## src/rtl/tmds_pkg.sv

```systemverilog
// tmds_pkg: control tokens, lock FSM encoding and default thresholds shared
// by the TMDS receive lane and its word decoder.
package tmds_pkg;

  // Default alignment / lock thresholds.
  localparam int unsigned LOCK_RUN_DEFAULT     = 8;
  localparam int unsigned SEARCH_DWELL_DEFAULT = 2048;
  localparam int unsigned WATCHDOG_DEFAULT     = 4096;

  // The four TMDS control tokens, written as word[9:0].
  localparam logic [9:0] TOKEN_CTRL_00 = 10'b1101010100;
  localparam logic [9:0] TOKEN_CTRL_01 = 10'b0010101011;
  localparam logic [9:0] TOKEN_CTRL_10 = 10'b0101010100;
  localparam logic [9:0] TOKEN_CTRL_11 = 10'b1010101011;

  // Highest legal bit-slip offset within the 20-bit capture window.
  localparam logic [3:0] OFFSET_MAX = 4'd9;

  typedef enum logic {
    ST_SEARCH = 1'b0,
    ST_LOCKED = 1'b1
  } rx_state_e;

  // Next bit-slip position, wrapping from the last offset back to zero.
  function automatic logic [3:0] next_offset(input logic [3:0] k);
    return (k == OFFSET_MAX) ? 4'd0 : k + 4'd1;
  endfunction

endpackage

```

## src/rtl/tmds_word_decoder.sv

```systemverilog
// tmds_word_decoder: purely combinational 10b->8b TMDS decode of one aligned
// word, plus control-token recognition.
module tmds_word_decoder
  import tmds_pkg::*;
(
  input  logic [9:0] word,
  output logic [7:0] data,
  output logic [1:0] ctrl,
  output logic       is_token
);

  logic [7:0] d;

  // Undo the optional inversion (bit 9), then the XOR/XNOR chain (bit 8).
  // NOTE: every output of a combinational block gets a value on every path
  // (defaults first); a missed branch would otherwise infer a latch.
  always_comb begin
    d       = word[9] ? ~word[7:0] : word[7:0];
    data    = '0;
    data[0] = d[0];
    for (int i = 1; i < 8; i++) begin
      data[i] = word[8] ? (d[i] ^ d[i-1]) : ~(d[i] ^ d[i-1]);
    end
  end

  // Recognise the four control tokens; anything else is a data word.
  always_comb begin
    is_token = 1'b1;
    ctrl     = 2'b00;
    case (word)
      TOKEN_CTRL_00: ctrl = 2'b00;
      TOKEN_CTRL_01: ctrl = 2'b01;
      TOKEN_CTRL_10: ctrl = 2'b10;
      TOKEN_CTRL_11: ctrl = 2'b11;
      default:       is_token = 1'b0;
    endcase
  end

endmodule

```

## src/rtl/tmds_rx_channel.sv

```systemverilog
// tmds_rx_channel: one TMDS receive lane. Finds the word boundary by slipping
// a 10-bit window across two captured words until a run of control tokens is
// seen, then decodes video/control with registered outputs.
module tmds_rx_channel
  import tmds_pkg::*;
#(
  parameter int unsigned LOCK_RUN     = LOCK_RUN_DEFAULT,
  parameter int unsigned SEARCH_DWELL = SEARCH_DWELL_DEFAULT,
  parameter int unsigned WATCHDOG     = WATCHDOG_DEFAULT
) (
  input  logic       clock_pixel,
  input  logic       reset,
  input  logic [9:0] iRaw,
  output logic [7:0] oData,
  output logic [1:0] oCtrl,
  output logic       oDE,
  output logic       oLocked,
  output logic [3:0] oOffset
);

  localparam int RUN_W   = $clog2(LOCK_RUN + 1);
  localparam int DWELL_W = (SEARCH_DWELL > 1) ? $clog2(SEARCH_DWELL) : 1;
  localparam int WD_W    = (WATCHDOG > 1) ? $clog2(WATCHDOG) : 1;

  localparam logic [RUN_W-1:0]   RUN_MAX    = RUN_W'(LOCK_RUN);
  localparam logic [DWELL_W-1:0] DWELL_LAST = DWELL_W'(SEARCH_DWELL - 1);
  localparam logic [WD_W-1:0]    WD_LAST    = WD_W'(WATCHDOG - 1);

  logic [9:0]         r1_q, r0_q;
  logic [19:0]        window;
  logic [9:0]         aligned;

  rx_state_e          state_q, state_d;
  logic [3:0]         offset_q, offset_d;
  logic [RUN_W-1:0]   run_q, run_d;
  logic [DWELL_W-1:0] dwell_q, dwell_d;
  logic [WD_W-1:0]    wd_q, wd_d;
  logic [7:0]         data_q, data_d;
  logic [1:0]         ctrl_q, ctrl_d;
  logic               de_q, de_d;

  logic [7:0]         dec_data;
  logic [1:0]         dec_ctrl;
  logic               dec_is_token;

  // Capture two consecutive raw words; the older one holds the earlier bits.
  // NOTE: clocked state uses non-blocking assignments so every register
  // samples the pre-edge value, independent of statement order.
  always_ff @(posedge clock_pixel) begin
    if (reset) begin
      r1_q <= '0;
      r0_q <= '0;
    end else begin
      r1_q <= iRaw;
      r0_q <= r1_q;
    end
  end

  assign window  = {r1_q, r0_q};
  assign aligned = window[{1'b0, offset_q} +: 10];

  tmds_word_decoder u_decoder (
    .word     (aligned),
    .data     (dec_data),
    .ctrl     (dec_ctrl),
    .is_token (dec_is_token)
  );

  // Next-state: token run, search dwell / bit slip, locked watchdog, outputs.
  always_comb begin
    state_d  = state_q;
    offset_d = offset_q;
    dwell_d  = dwell_q;
    wd_d     = wd_q;
    data_d   = data_q;
    ctrl_d   = ctrl_q;
    de_d     = 1'b0;

    // Consecutive tokens at the current offset, saturating at the lock run.
    if (!dec_is_token)         run_d = '0;
    else if (run_q != RUN_MAX) run_d = run_q + 1'b1;
    else                       run_d = run_q;

    case (state_q)
      ST_SEARCH: begin
        // A completed run beats a dwell expiry in the same cycle.
        if (run_q == RUN_MAX) begin
          state_d = ST_LOCKED;
          dwell_d = '0;
          wd_d    = '0;
        end else if (dwell_q == DWELL_LAST) begin
          offset_d = next_offset(offset_q);
          run_d    = '0;
          dwell_d  = '0;
        end else begin
          dwell_d = dwell_q + 1'b1;
        end
      end
      ST_LOCKED: begin
        if (run_q == RUN_MAX) begin
          wd_d = '0;
        end else if (wd_q == WD_LAST) begin
          state_d  = ST_SEARCH;
          offset_d = next_offset(offset_q);
          run_d    = '0;
          dwell_d  = '0;
          wd_d     = '0;
        end else begin
          wd_d = wd_q + 1'b1;
        end
      end
      default: state_d = ST_SEARCH;
    endcase

    // Outputs follow the state being entered so they agree with oLocked.
    if (state_d == ST_LOCKED) begin
      if (dec_is_token) begin
        ctrl_d = dec_ctrl;
      end else begin
        data_d = dec_data;
        de_d   = 1'b1;
      end
    end else begin
      data_d = '0;
      ctrl_d = '0;
    end
  end

  // Lock FSM, counters and registered decode outputs.
  always_ff @(posedge clock_pixel) begin
    if (reset) begin
      state_q  <= ST_SEARCH;
      offset_q <= '0;
      run_q    <= '0;
      dwell_q  <= '0;
      wd_q     <= '0;
      data_q   <= '0;
      ctrl_q   <= '0;
      de_q     <= 1'b0;
    end else begin
      state_q  <= state_d;
      offset_q <= offset_d;
      run_q    <= run_d;
      dwell_q  <= dwell_d;
      wd_q     <= wd_d;
      data_q   <= data_d;
      ctrl_q   <= ctrl_d;
      de_q     <= de_d;
    end
  end

  assign oData   = data_q;
  assign oCtrl   = ctrl_q;
  assign oDE     = de_q;
  assign oLocked = (state_q == ST_LOCKED);
  assign oOffset = offset_q;

endmodule
```

## config.mk

```make
export PLATFORM = sky130hd
export DESIGN_NAME = tmds_rx_channel
export DESIGN_NICKNAME = d
export VERILOG_FILES = /design/src/rtl/tmds_pkg.sv /design/src/rtl/tmds_word_decoder.sv /design/src/rtl/tmds_rx_channel.sv
export SDC_FILE = /design/constraint.sdc
export NUM_CORES = 1
export LEC_CHECK = 0
export BUFFER_PORTS_ARGS = -buffer_cell sky130_fd_sc_hd__buf_2
export CORE_MARGIN = 2
export CORE_UTILIZATION = 54
export CTS_BUF_LIST = sky130_fd_sc_hd__clkbuf_8 sky130_fd_sc_hd__clkbuf_16
export DETAILED_ROUTE_END_ITERATION = 6
export GPL_ROUTABILITY_DRIVEN = 0
export PLACE_DENSITY_LB_ADDON = 0.2
export REMOVE_ABC_BUFFERS = 1
export SLEW_MARGIN = 20
export SYNTH_ARGS = -nofsm -noshare
export SYNTH_HDL_FRONTEND = slang
export SYNTH_SLANG_ARGS = --single-unit
```

## constraint.sdc

```tcl
create_clock -name clock_pixel -period 2.5 [get_ports clock_pixel]
set_clock_uncertainty 0.2 [all_clocks]
set_input_delay 0.25 -clock clock_pixel [delete_from_list [all_inputs] [get_ports clock_pixel]]
set_output_delay 0.25 -clock clock_pixel [all_outputs]
set_load 0.005 [all_outputs]
```

==> metrics.txt <==
# TYPE chip_impl_metric gauge
chip_impl_info{name="outcome",value="finished, violations left"} 1
chip_impl_info{name="violated_checks",value="negative setup slack"} 1
chip_impl_metric{name="finalSetupViolations",unit=""} 15
chip_impl_metric{name="drv.max_cap_violation_count",unit=""} 0
chip_impl_metric{name="synthesis.area",unit="um^2"} 3690
chip_impl_metric{name="drtIter0Drc",unit=""} 184
chip_impl_metric{name="floorplan.die.width",unit="um"} 86.66
chip_impl_metric{name="comb_power_share",unit="%"} 8.3
chip_impl_metric{name="ys_warn_count",unit=""} 0
chip_impl_metric{name="r2r_setup_slack",unit="ps"} -260
chip_impl_info{name="worst_setup_path_end_kind",value="flip-flop"} 1
chip_impl_metric{name="netSwitchingPower",unit="W"} 0.0005064
chip_impl_metric{name="p_total",unit="W"} 0.002207
chip_impl_metric{name="power.ir.vdd_worst",unit="V"} 0.0003363
chip_impl_metric{name="postRouteWirelength",unit="mm"} 9.030
chip_impl_metric{name="timing.hold.ws",unit="ps"} 42.94
chip_impl_metric{name="drc",unit=""} 0
chip_impl_info{name="start_kind",value="flip-flop"} 1
chip_impl_metric{name="fillerInstances",unit=""} 463
chip_impl_metric{name="synthDominantCellAreaShare",unit="%"} 34.18
chip_impl_metric{name="timing.final.ws_setup",unit="ps"} -264.0
chip_impl_metric{name="remaining_overflow_grt",unit=""} 0
chip_impl_metric{name="synth.avg_cell_area",unit="um^2"} 9.839
chip_impl_metric{name="post_synth_edffs",unit=""} 0
chip_impl_info{name="clockRootBuffer",value="sky130_fd_sc_hd__clkbuf_8"} 1
chip_impl_info{name="holdCritPathClass",value="input pin to flip-flop"} 1
chip_impl_metric{name="cts_buffers",unit=""} 9
chip_impl_metric{name="max-slew-margin-rel",unit="%"} 67.25
chip_impl_metric{name="maximum_number_of_pins_on_one_net_before_global_route_repair",unit=""} 23
chip_impl_metric{name="io_buffer_count",unit=""} 27
chip_impl_metric{name="layoutNonFillerInstCount",unit=""} 560
chip_impl_metric{name="grt_first_pass_wirelength",unit="mm"} 14.55
chip_impl_metric{name="cts-htree-levels",unit=""} 3
chip_impl_info{name="rsz0062_at_grt",value="yes"} 1
chip_impl_info{name="mostFrequentLayoutCells",value="61 x sky130_fd_sc_hd__dfxtp_1, 61 x sky130_fd_sc_hd__buf_4, 42 x sky130_fd_sc_hd__nor2_1"} 1
chip_impl_metric{name="final.period_utilization",unit="%"} 110.6
chip_impl_metric{name="static-leakage-power",unit="nW"} 1.987
chip_impl_metric{name="rows",unit=""} 30
chip_impl_metric{name="clk_pin_slew",unit="ps"} 60
chip_impl_metric{name="synth_async_sr_flop_share",unit="%"} 0
chip_impl_metric{name="place_worst_setup_slack",unit="ps"} -346.3
chip_impl_metric{name="global_route.usage.met1",unit="%"} 32.95
chip_impl_metric{name="worst-slew-pin-transition",unit="ps"} 489.5
chip_impl_metric{name="internal-power",unit="W"} 0.001701
chip_impl_metric{name="detailed_place_hpwl",unit="mm"} 6.003
chip_impl_metric{name="clock_sinks",unit=""} 63
chip_impl_metric{name="first_pass_iters",unit=""} 4
chip_impl_metric{name="finalNetCount",unit=""} 492
chip_impl_metric{name="floorplan.core_area",unit="um^2"} 6719
chip_impl_metric{name="synth-seq-cells",unit=""} 63
chip_impl_metric{name="die_h",unit="um"} 86.66
chip_impl_metric{name="crit_fanout",unit=""} 8
chip_impl_metric{name="design.portCount",unit=""} 28
chip_impl_metric{name="drive_above_1_share",unit="%"} 34.58
chip_impl_metric{name="grt_use_total",unit="%"} 24.80
chip_impl_metric{name="post_synth_inst_count",unit=""} 375
chip_impl_metric{name="synthDistinctLibCells",unit=""} 61
chip_impl_metric{name="synthToLayoutAreaGrowth",unit="%"} 30.93
chip_impl_metric{name="final_max_slew_viol_count",unit=""} 0
chip_impl_metric{name="route.detailed.vias_per_inst",unit=""} 5.721
chip_impl_metric{name="highest_clock_frequency_the_design_can_meet",unit="MHz"} 361.8
chip_impl_metric{name="grt_util_met2",unit="%"} 40.49
chip_impl_metric{name="timing.final.crit_period",unit="ps"} 2764
chip_impl_metric{name="switching_share",unit="%"} 22.95
chip_impl_metric{name="sequentialPowerShare",unit="%"} 47.4
chip_impl_metric{name="dp_cells",unit=""} 521
chip_impl_metric{name="num_vias",unit=""} 3204
chip_impl_metric{name="initial_utilization",unit="%"} 54.92
chip_impl_metric{name="insertion_delay",unit="ps"} 360
chip_impl_metric{name="finalHoldViolCount",unit=""} 0
chip_impl_metric{name="design.die.area",unit="um^2"} 7510
chip_impl_info{name="synth_top_cell_by_area",value="sky130_fd_sc_hd__dfxtp_1"} 1
chip_impl_info{name="synthTopCellsByArea",value="sky130_fd_sc_hd__dfxtp_1 34%, sky130_fd_sc_hd__mux4_2 6.1%, sky130_fd_sc_hd__mux4_1 5.7%"} 1
chip_impl_metric{name="share_clk_of_total_power",unit="%"} 44.3
chip_impl_metric{name="required_worst_endpoint",unit="ps"} 2540
chip_impl_metric{name="antenna-diode-count",unit=""} 0
chip_impl_metric{name="route.detailed.wl_per_inst",unit="um"} 16.13
chip_impl_metric{name="fin_setup_tns",unit="ps"} -3222
chip_impl_info{name="ys_dominant_reg_cell",value="sky130_fd_sc_hd__dfxtp_1"} 1
chip_impl_info{name="timing_worst_setup_path_type",value="flip-flop to flip-flop"} 1
chip_impl_metric{name="ctsLongestPathBuffers",unit=""} 2
chip_impl_metric{name="critPathArrivalTime",unit="ps"} 2800
chip_impl_metric{name="number_of_global_route_vias_before_repair",unit=""} 2970
chip_impl_metric{name="ant_nets",unit=""} 0
chip_impl_info{name="cts_tree",value="yes"} 1
chip_impl_info{name="gr-max-usage-layer",value="met2"} 1
chip_impl_metric{name="antenna_found_initial",unit=""} 0
chip_impl_metric{name="p_per_cell_area",unit="nW/um^2"} 456.9
chip_impl_metric{name="seq_area_frac_synth",unit="%"} 34.18
chip_impl_metric{name="grt_util_met3",unit="%"} 4.381
[power groups by stage]
stage	Sequential, W	Clock (W)	Combinational (W)
final	0.00105	0.000977	0.000183
after global routing	0.00105	0.00102	0.000197
after CTS	0.00105	0.000987	0.000174
after detailed placement	0.00107	0	0.000151
after global placement	0.00107	0	0.000149
after floorplan	0.00106	0	0.0000910
[state kept, by name (all words and copies together), names as in the netlist]
signal   cells
oCtrl        2
run_q        4
oLocked      1
oDE          1
wd_q        12
oOffset      4
r1_q        10
dwell_q     11
r0_q        10
oData        8
[cells in the mapped netlist, types with 2 or more instances]
| cell | instances |
|---|---|
| sky130_fd_sc_hd__dfxtp_1 | 63 |
| sky130_fd_sc_hd__nor2_1 | 45 |
| sky130_fd_sc_hd__nand2_1 | 36 |
| sky130_fd_sc_hd__nor2b_1 | 21 |
| sky130_fd_sc_hd__mux2i_1 | 17 |
| sky130_fd_sc_hd__nand3_1 | 15 |
| sky130_fd_sc_hd__xnor2_1 | 15 |
| sky130_fd_sc_hd__xor2_1 | 13 |
| sky130_fd_sc_hd__a21oi_1 | 11 |
| sky130_fd_sc_hd__mux4_2 | 10 |
| sky130_fd_sc_hd__o21ai_0 | 9 |
| sky130_fd_sc_hd__clkbuf_1 | 8 |
| sky130_fd_sc_hd__mux4_1 | 8 |
| sky130_fd_sc_hd__nand4_1 | 8 |
| sky130_fd_sc_hd__and3_1 | 7 |
| sky130_fd_sc_hd__a22oi_1 | 6 |
| sky130_fd_sc_hd__inv_1 | 5 |
| sky130_fd_sc_hd__buf_4 | 4 |
| sky130_fd_sc_hd__ha_1 | 4 |
| sky130_fd_sc_hd__mux2_1 | 4 |
| sky130_fd_sc_hd__nand2b_1 | 4 |
| sky130_fd_sc_hd__a311oi_1 | 3 |
| sky130_fd_sc_hd__a41oi_1 | 3 |
| sky130_fd_sc_hd__mux2_2 | 3 |
| sky130_fd_sc_hd__mux2_4 | 3 |
| sky130_fd_sc_hd__nor4_4 | 3 |
| sky130_fd_sc_hd__a21o_1 | 2 |
| sky130_fd_sc_hd__a31oi_1 | 2 |
| sky130_fd_sc_hd__and3b_1 | 2 |
| sky130_fd_sc_hd__buf_12 | 2 |
| sky130_fd_sc_hd__buf_8 | 2 |
| sky130_fd_sc_hd__clkinv_1 | 2 |
| sky130_fd_sc_hd__nand3b_1 | 2 |
| sky130_fd_sc_hd__nor3_1 | 2 |
| sky130_fd_sc_hd__nor4_1 | 2 |
| sky130_fd_sc_hd__nor4b_1 | 2 |
| sky130_fd_sc_hd__o211ai_1 | 2 |
| sky130_fd_sc_hd__o31ai_1 | 2 |
[area by class of cell]
| class | instances | area, um^2 | share of cell area [%] |
|---|---|---|---|
| clock buffer | 10 | 137.6 | 2.849 |
| clock inverter | 5 | 75.07 | 1.554 |
| timing repair buffer | 107 | 832.0 | 17.22 |
| tap | 80 | 100.1 | 2.072 |
| multi-input combinational | 288 | 2391 | 49.49 |
| inverter | 7 | 26.28 | 0.5439 |
| sequential | 63 | 1269 | 26.26 |
[critical path: stages (launching register included)]
cell and delay, ps:
sky130_fd_sc_hd__dfxtp_4 390, sky130_fd_sc_hd__buf_12 140, sky130_fd_sc_hd__buf_8 100, sky130_fd_sc_hd__mux4_2 490, sky130_fd_sc_hd__a22oi_2 190, sky130_fd_sc_hd__o211ai_1 180
sky130_fd_sc_hd__buf_4 200, sky130_fd_sc_hd__or4_1 570, sky130_fd_sc_hd__nand4_1 130, sky130_fd_sc_hd__nand3_1 80
[routing by layer]
| metal | up-vias | routed length, um |
|---|---|---|
| li1 | 1567 | - |
| met1 | 1543 | 4023 |
| met2 | 81 | 4507 |
| met3 | 13 | 336 |
| met4 | 0 | 162 |
| met5 | - | 0 |
[cell families after synthesis]
logic type                 count (synthesis)  share of synthesized area [%]
DFF                                       63                          34.18
AOI/OAI and AO/OA                         52                          10.38
muxes                                     46                          20.14
adders and majority gates                  4                          1.356
and+or+nand+nor                          157                          22.62
buffers and inverters                     25                          4.680
xor gates and xnor gates                  28                          6.646
[stage by stage]
step | util [%] | instance area, um^2
after floorplan | - | 3543
after global placement | 62.79 | 4219
after detailed placement | 62.79 | 4219
after CTS | 70.48 | 4736
after global routing | 71.90 | 4831
final | 71.90 | 4831
[path summary, 6_finish.rpt]
check                                 from          to  depth (start not counted)
worst max-delay path            oOffset[1]    oCtrl[1]                          9
worst min-delay path                 reset  oOffset[2]                          2
worst max register to register  oOffset[1]    oCtrl[1]                          9
worst min register to register    oData[4]    oData[4]                          2
[timing repair]
item / in CTS / in global routing
hold buffers: 10 / 0
hold endpoints to repair: 10 / 0
gates resized for setup: 27 / 18
setup buffers: 7 / 5
pin swaps: 11 / 7
setup endpoints to repair: 15 / 17
cloned: 2 / 0
(Power assumes the default switching activity.)
